[src/rtl/mul_ci_pkg.sv]
// Shared op codes, FSM encoding and widths for the multiply custom-instruction front end.
package mul_ci_pkg;

  localparam int unsigned DATA_W = 32;
  localparam int unsigned WD_W   = 16;

  localparam logic [1:0] OP_MUL   = 2'd0;
  localparam logic [1:0] OP_SQR   = 2'd1;
  localparam logic [1:0] OP_MAC   = 2'd2;
  localparam logic [1:0] OP_RDCLR = 2'd3;

  typedef enum logic [1:0] {
    ST_IDLE  = 2'd0,
    ST_ISSUE = 2'd1,
    ST_WAIT  = 2'd2,
    ST_RESP  = 2'd3
  } state_e;

endpackage

[src/rtl/mul_ci_memo.sv]
// Single-entry product memo: remembers the last engine operands/product and flags a repeat.
module mul_ci_memo
  import mul_ci_pkg::*;
(
  input  logic              clk,
  input  logic              reset,
  input  logic              clk_en,
  input  logic              wr_en,
  input  logic              inv,
  input  logic [DATA_W-1:0] wr_a,
  input  logic [DATA_W-1:0] wr_b,
  input  logic [DATA_W-1:0] wr_p,
  input  logic [DATA_W-1:0] cmp_a,
  input  logic [DATA_W-1:0] cmp_b,
  output logic              hit_c,
  output logic [DATA_W-1:0] prod_c
);

  logic              valid_q, valid_d;
  logic [DATA_W-1:0] a_q, a_d, b_q, b_d, p_q, p_d;

  always_comb begin
    valid_d = valid_q;
    a_d     = a_q;
    b_d     = b_q;
    p_d     = p_q;
    if (inv) begin
      valid_d = 1'b0;
    end else if (wr_en) begin
      valid_d = 1'b1;
      a_d     = wr_a;
      b_d     = wr_b;
      p_d     = wr_p;
    end
  end

  always_ff @(posedge clk) begin
    if (reset) begin
      valid_q <= 1'b0;
      a_q     <= '0;
      b_q     <= '0;
      p_q     <= '0;
    end else if (clk_en) begin
      valid_q <= valid_d;
      a_q     <= a_d;
      b_q     <= b_d;
      p_q     <= p_d;
    end
  end

  assign hit_c  = valid_q && (cmp_a == a_q) && (cmp_b == b_q);
  assign prod_c = p_q;

endmodule

[src/rtl/mul_ci_front.sv]
// Nios II CI front end for the sequential multiplier: MUL/SQR/MAC/RDCLR with watchdog.
// Optional single-entry product memo enabled by defining MUL_CI_MEMO_EN.
module mul_ci_front
  import mul_ci_pkg::*;
#(
  parameter int unsigned TIMEOUT = 255,
  parameter int unsigned ACC_W   = 32
) (
  input  logic        clk,
  input  logic        reset,
  input  logic        clk_en,
  input  logic        start,
  input  logic [1:0]  n,
  input  logic [31:0] dataa,
  input  logic [31:0] datab,
  output logic [31:0] result,
  output logic        done,
  output logic        err,
  output logic        eng_start,
  output logic [31:0] eng_dataa,
  output logic [31:0] eng_datab,
  input  logic [31:0] eng_result,
  input  logic        eng_done
);

  state_e            state_q, state_d;
  logic [1:0]        op_q, op_d;
  logic [31:0]       result_q, result_d;
  logic              done_q, done_d;
  logic              err_q, err_d;
  logic              eng_start_q, eng_start_d;
  logic [31:0]       a_q, a_d, b_q, b_d;
  logic [ACC_W-1:0]  acc_q, acc_d;
  logic [WD_W-1:0]   wd_q, wd_d;

  logic              resp_go;
  logic [31:0]       resp_prod;
  logic [31:0]       b_eff_c;
  logic              wd_hit_c;
  logic              memo_hit_c;
  logic [31:0]       memo_prod_c;

  assign b_eff_c  = (n == OP_SQR) ? dataa : datab;
  assign wd_hit_c = (wd_q == WD_W'(TIMEOUT));

`ifdef MUL_CI_MEMO_EN
  logic memo_wr_c, memo_inv_c;
  assign memo_wr_c  = (state_q == ST_WAIT) && eng_done;
  assign memo_inv_c = (state_q == ST_WAIT) && !eng_done && wd_hit_c;

  mul_ci_memo u_memo (
    .clk    (clk),
    .reset  (reset),
    .clk_en (clk_en),
    .wr_en  (memo_wr_c),
    .inv    (memo_inv_c),
    .wr_a   (a_q),
    .wr_b   (b_q),
    .wr_p   (eng_result),
    .cmp_a  (dataa),
    .cmp_b  (b_eff_c),
    .hit_c  (memo_hit_c),
    .prod_c (memo_prod_c)
  );
`else
  assign memo_hit_c  = 1'b0;
  assign memo_prod_c = '0;
`endif

  // Next state; the response is formed on the edge that enters RESP so done lands one cycle after eng_done.
  always_comb begin
    state_d     = state_q;
    op_d        = op_q;
    result_d    = result_q;
    done_d      = 1'b0;
    err_d       = err_q;
    eng_start_d = 1'b0;
    a_d         = a_q;
    b_d         = b_q;
    acc_d       = acc_q;
    wd_d        = wd_q;
    resp_go     = 1'b0;
    resp_prod   = '0;

    unique case (state_q)
      ST_IDLE: begin
        if (start) begin
          op_d = n;
          a_d  = dataa;
          b_d  = b_eff_c;
          if (n == OP_RDCLR) begin
            resp_go = 1'b1;
          end else if (memo_hit_c) begin
            resp_go   = 1'b1;
            resp_prod = memo_prod_c;
          end else begin
            state_d     = ST_ISSUE;
            eng_start_d = 1'b1;
          end
        end
      end
      ST_ISSUE: begin
        wd_d    = '0;
        state_d = ST_WAIT;
      end
      ST_WAIT: begin
        if (eng_done) begin
          resp_go   = 1'b1;
          resp_prod = eng_result;
        end else if (wd_hit_c) begin
          resp_go = 1'b1;
          err_d   = 1'b1;
        end else begin
          wd_d = wd_q + WD_W'(1);
        end
      end
      ST_RESP: begin
        state_d = ST_IDLE;
      end
      default: state_d = ST_IDLE;
    endcase

    if (resp_go) begin
      state_d = ST_RESP;
      done_d  = 1'b1;
      unique case (op_d)
        OP_MUL, OP_SQR: result_d = resp_prod;
        OP_MAC: begin
          acc_d    = ACC_W'(acc_q + ACC_W'(resp_prod));
          result_d = 32'(acc_d);
        end
        OP_RDCLR: begin
          result_d = 32'(acc_q);
          acc_d    = '0;
          err_d    = 1'b0;
        end
        default: result_d = resp_prod;
      endcase
    end
  end

  always_ff @(posedge clk) begin
    if (reset) begin
      state_q     <= ST_IDLE;
      op_q        <= OP_MUL;
      result_q    <= '0;
      done_q      <= 1'b0;
      err_q       <= 1'b0;
      eng_start_q <= 1'b0;
      a_q         <= '0;
      b_q         <= '0;
      acc_q       <= '0;
      wd_q        <= '0;
    end else if (clk_en) begin
      state_q     <= state_d;
      op_q        <= op_d;
      result_q    <= result_d;
      done_q      <= done_d;
      err_q       <= err_d;
      eng_start_q <= eng_start_d;
      a_q         <= a_d;
      b_q         <= b_d;
      acc_q       <= acc_d;
      wd_q        <= wd_d;
    end
  end

  assign result    = result_q;
  assign done      = done_q;
  assign err       = err_q;
  assign eng_start = eng_start_q;
  assign eng_dataa = a_q;
  assign eng_datab = b_q;

endmodule

[config.mk]
export PLATFORM = sky130hd
export DESIGN_NAME = mul_ci_front
export DESIGN_NICKNAME = d
export VERILOG_FILES = /design/src/rtl/mul_ci_pkg.sv /design/src/rtl/mul_ci_memo.sv /design/src/rtl/mul_ci_front.sv
export SDC_FILE = /design/constraint.sdc
export NUM_CORES = 1
export LEC_CHECK = 0
export ABC_AREA = 0
export BUFFER_PORTS_ARGS = -buffer_cell sky130_fd_sc_hd__clkbuf_2
export CORE_MARGIN = 3
export CORE_UTILIZATION = 38
export DETAILED_ROUTE_END_ITERATION = 12
export GPL_TIMING_DRIVEN = 0
export MAX_ROUTING_LAYER = met4
export PLACE_DENSITY = 0.57
export RECOVER_POWER = 50
export SLEW_MARGIN = 30
export SYNTH_ARGS = -nofsm -noshare
export SYNTH_HDL_FRONTEND = slang
export SYNTH_SLANG_ARGS = --single-unit
[constraint.sdc]
create_clock -name clk -period 4.3 [get_ports clk]
set_input_delay 0 -clock clk [delete_from_list [all_inputs] [get_ports clk]]
set_output_delay 0 -clock clk [all_outputs]
set_load 0.005 [all_outputs]
==> reports/metrics.yaml <==
status:
  status: "complete, no violations"
worst_setup_path:
  cp-end-kind: "register"
  worstSetupStartpointType: "register"
  crit_family: "simple AND/OR/NAND/NOR gates"
  slowest_delay_ns: 0.55
  reg2reg_depth: 13
  crit_cells: 13
  worstPathCellList: "clkbuf_1 -> nand2b_1 -> nor2_2 -> clkbuf_2 -> and2_1 -> ha_1 -> a21oi_1 -> o21ai_0 -> a311oi_2 -> nor2_1 -> or4_1 -> nand3_1 -> a31oi_1"
  crit_type: "register to register"
  crit_buf_inv: 2
  cp.required_ns: 4.58
  cp_max_fo: 10
  cp_slowest_cell: "or4_1"
  cp.arrival_ns: 4.38
synthesis:
  yosysWarnings: 0
  async_flop_share: 0
  synth-simple-area-share: 0.206
  synth_nets: 1153
  yosysSeqAreaShare: 0.368
  synth-compound-area-share: 0.244
  synth_seq_cells: 151
  syn_area_per_cell_um2: 8.07
  synth_area_um2: 8210
  ys_types: 67
  synth_edf_count: 0
  synthXorXnorAreaFrac: 0.0384
  synthFlopType: "dfxtp_1"
  muxShareOfSynthArea: 0.0504
  synthCells: 1017
  synth-adder-area-share: 0.0512
  synth_top_family_by_area: "compound AO/OA/AOI/OAI gates"
pwr:
  power_mw: 3.55
  p_sw_mw: 1.01
  p_clk_frac: 0.452
  internal_power_mw: 2.53
  powerDensity_nw_per_um2: 328
  seqPwrFrac: 0.417
  cellLeakagePower_nw: 4.50
  max-vdd-ir-drop_uv: 272
  pwr-share-comb: 0.131
  p_sw_frac: 0.286
timing:
  fmax_ghz: 0.244
  hold_violations: 0
  clock_skew_ns: 0.00972
  min_period_over_period: 0.953
  final_max_slew_viol_count: 0
  period_minus_slack_ns: 4.10
  fin_tns_setup_ns: 0
  relSlewSlack: 0.424
  hold_ws_ns: 0.0153
  setup_viol: 0
  worst_pin_slew_ns: 0.864
layout:
  syn_to_final_growth_pct: 31.8
  diodes: 0
  drive_gt1_frac: 0.148
  final_cell_area_um2: 10800
  fin_nets: 1441
global_route:
  grt_pass1_wl_um: 45900
  grt_max_degree: 18
  grt_overflow_total: 0
  antenna_found_initial: 0
  track_usage: 0.251
  first_global_vias: 8348
drt:
  drtAntennaViolNets: 0
  wl_um: 29400
  avgViaCountPerCell: 5.46
  met1_length_um: 13300
  dr.pass1.iters: 5
  dr.max_layer_used: "met4"
  drcViolationCount: 0
  num_vias: 8693
  wl_met3_um: 1570
  wl_met2_um: 13700
  drtIter0Drc: 652
  wl_per_cell_um: 18.5
min_path:
  whs_path_depth: 5
  worstHoldPathType: "input port to register"
clock_tree:
  cts.clk_slew.worst_paths_ns: 0.07
  numCtsBuffers: 17
  clock_latency_ns: 0.44
  cts_tree: "yes"
  clk_path_buf_depth: 2
  cts.sinks: 151
  clockRootBuffer: "clkbuf_16"
  htreeDepth: 4
placement:
  hpwl_um: 21400
  gp_congestion: 0.955
  port_buffers: 200
  postPlaceCellArea_um2: 9570
flow_run:
  cap_violations: 0
floorplanning:
  die_height_um: 153
  io_pins: 202
  die_area_um2: 23400
  rows: 53
  die_w_um: 153
  start_util: 0.388
  core_um2: 21200
state kept, by name (all words and copies together), names as in the netlist:
register / flops
op_q: 2
eng_start: 1
acc_q: 32
eng_dataa: 32
result: 32
wd_q: 16
done: 1
state_q: 2
err: 1
eng_datab: 32
cell type report:
cell class	instances	area (um^2)
Fill cell	2103	10300
Multi-Input combinational cell	782	4890
Sequential cell	151	3020
Timing Repair Buffer	269	1600
Clock buffer	17	425
Tap cell	275	344
Buffer	67	283
Clock inverter	15	198
Inverter	17	63.8
power by group through the flow:
stage	registers, mW	logic, mW	clock network (mW)
2_1_floorplan	1.51	0.211	0
3_3_place_gp	1.51	0.412	0
3_5_place_dp	1.51	0.414	0
4_1_cts	1.48	0.468	1.63
5_1_grt	1.49	0.506	1.69
6_report	1.48	0.464	1.60
synth_stat cells (all sizes together), types with 8 or more instances:
cell type / n / share of area
dfxtp: 151 / 0.37
nand2: 143 / 0.065
nor2: 111 / 0.052
a21oi: 94 / 0.057
clkbuf: 56 / 0.026
a211oi: 38 / 0.035
mux2i: 38 / 0.046
o21ai: 38 / 0.023
and2: 34 / 0.026
ha: 32 / 0.049
a22oi: 28 / 0.026
nand3: 19 / 0.012
xnor2: 19 / 0.020
xor2: 17 / 0.018
inv: 16 / 0.0073
a21o: 15 / 0.014
o211ai: 14 / 0.013
and3: 13 / 0.0099
a31oi: 12 / 0.0091
buf: 11 / 0.0084
nor3: 10 / 0.0061
nor4: 8 / 0.0079
layout by cell type (no fill, tap or decap), types with 16 or more instances in the layout:
cell type / count
nand2_1: 143
ha_1: 32
dfxtp_1: 151
and2_1: 33
a21oi_1: 94
xnor2_1: 19
nor2_1: 109
inv_1: 16
o21ai_0: 37
clkbuf_1: 122
dlygate4sd3_1: 69
nand3_1: 19
a22oi_1: 28
a211oi_1: 38
mux2i_1: 37
xor2_1: 17
clkbuf_16: 17
clkbuf_2: 132
metal layers:
metal  global-route usage  vias to the layer above
li1                     -                     4255
met3               0.0447                       69
met4               0.0853                        0
met5                    -                        -
met1                0.326                     4053
met2                0.396                      316
path summary, 6_finish.rpt:
path                       from            end  slack [ns]
setup reg to reg     state_q[1]     result[29]        0.20
hold reg to reg   eng_dataa[16]  eng_dataa[16]        0.45
hold / removal            start     state_q[0]        0.02
setup / recovery     state_q[1]     result[29]        0.20
cell families after synthesis:
kind of cell,Yosys count
DFF,151
AOI/OAI and AO/OA,301
buffers and inverters,84
xor gates and xnor gates,36
adders and majority gates,33
muxes,41
and+or+nand+nor,371
through the flow:
stage                     cells  worst slack (ns)   util
after global placement     1492            -0.345  0.452
after detailed placement   1492            -0.309  0.452
final                      1593             0.200  0.512
after CTS                  1593            0.0150  0.515
after global routing       1593           -0.0476  0.512
after floorplan            1017              1.09      -
worst min-delay path: cells and delay by family:
| kind | cells | cell delay, ns |
|---|---|---|
| buffers and inverters | 1 | 0.11 |
| AND/OR/NAND/NOR | 3 | 0.18 |
| AO/OA/AOI/OAI | 1 | 0.11 |
repair_timing:
item | CTS | global route
pin swaps | 0 | 0
endpoints found under the setup margin | 16 | 19
hold buffers | 69 | 0
hold endpoints to repair | 70 | 0
gates resized for setup | 3 | 8
buffers inserted | 0 | 0
Note: power is estimated with default switching activity, not from simulation.
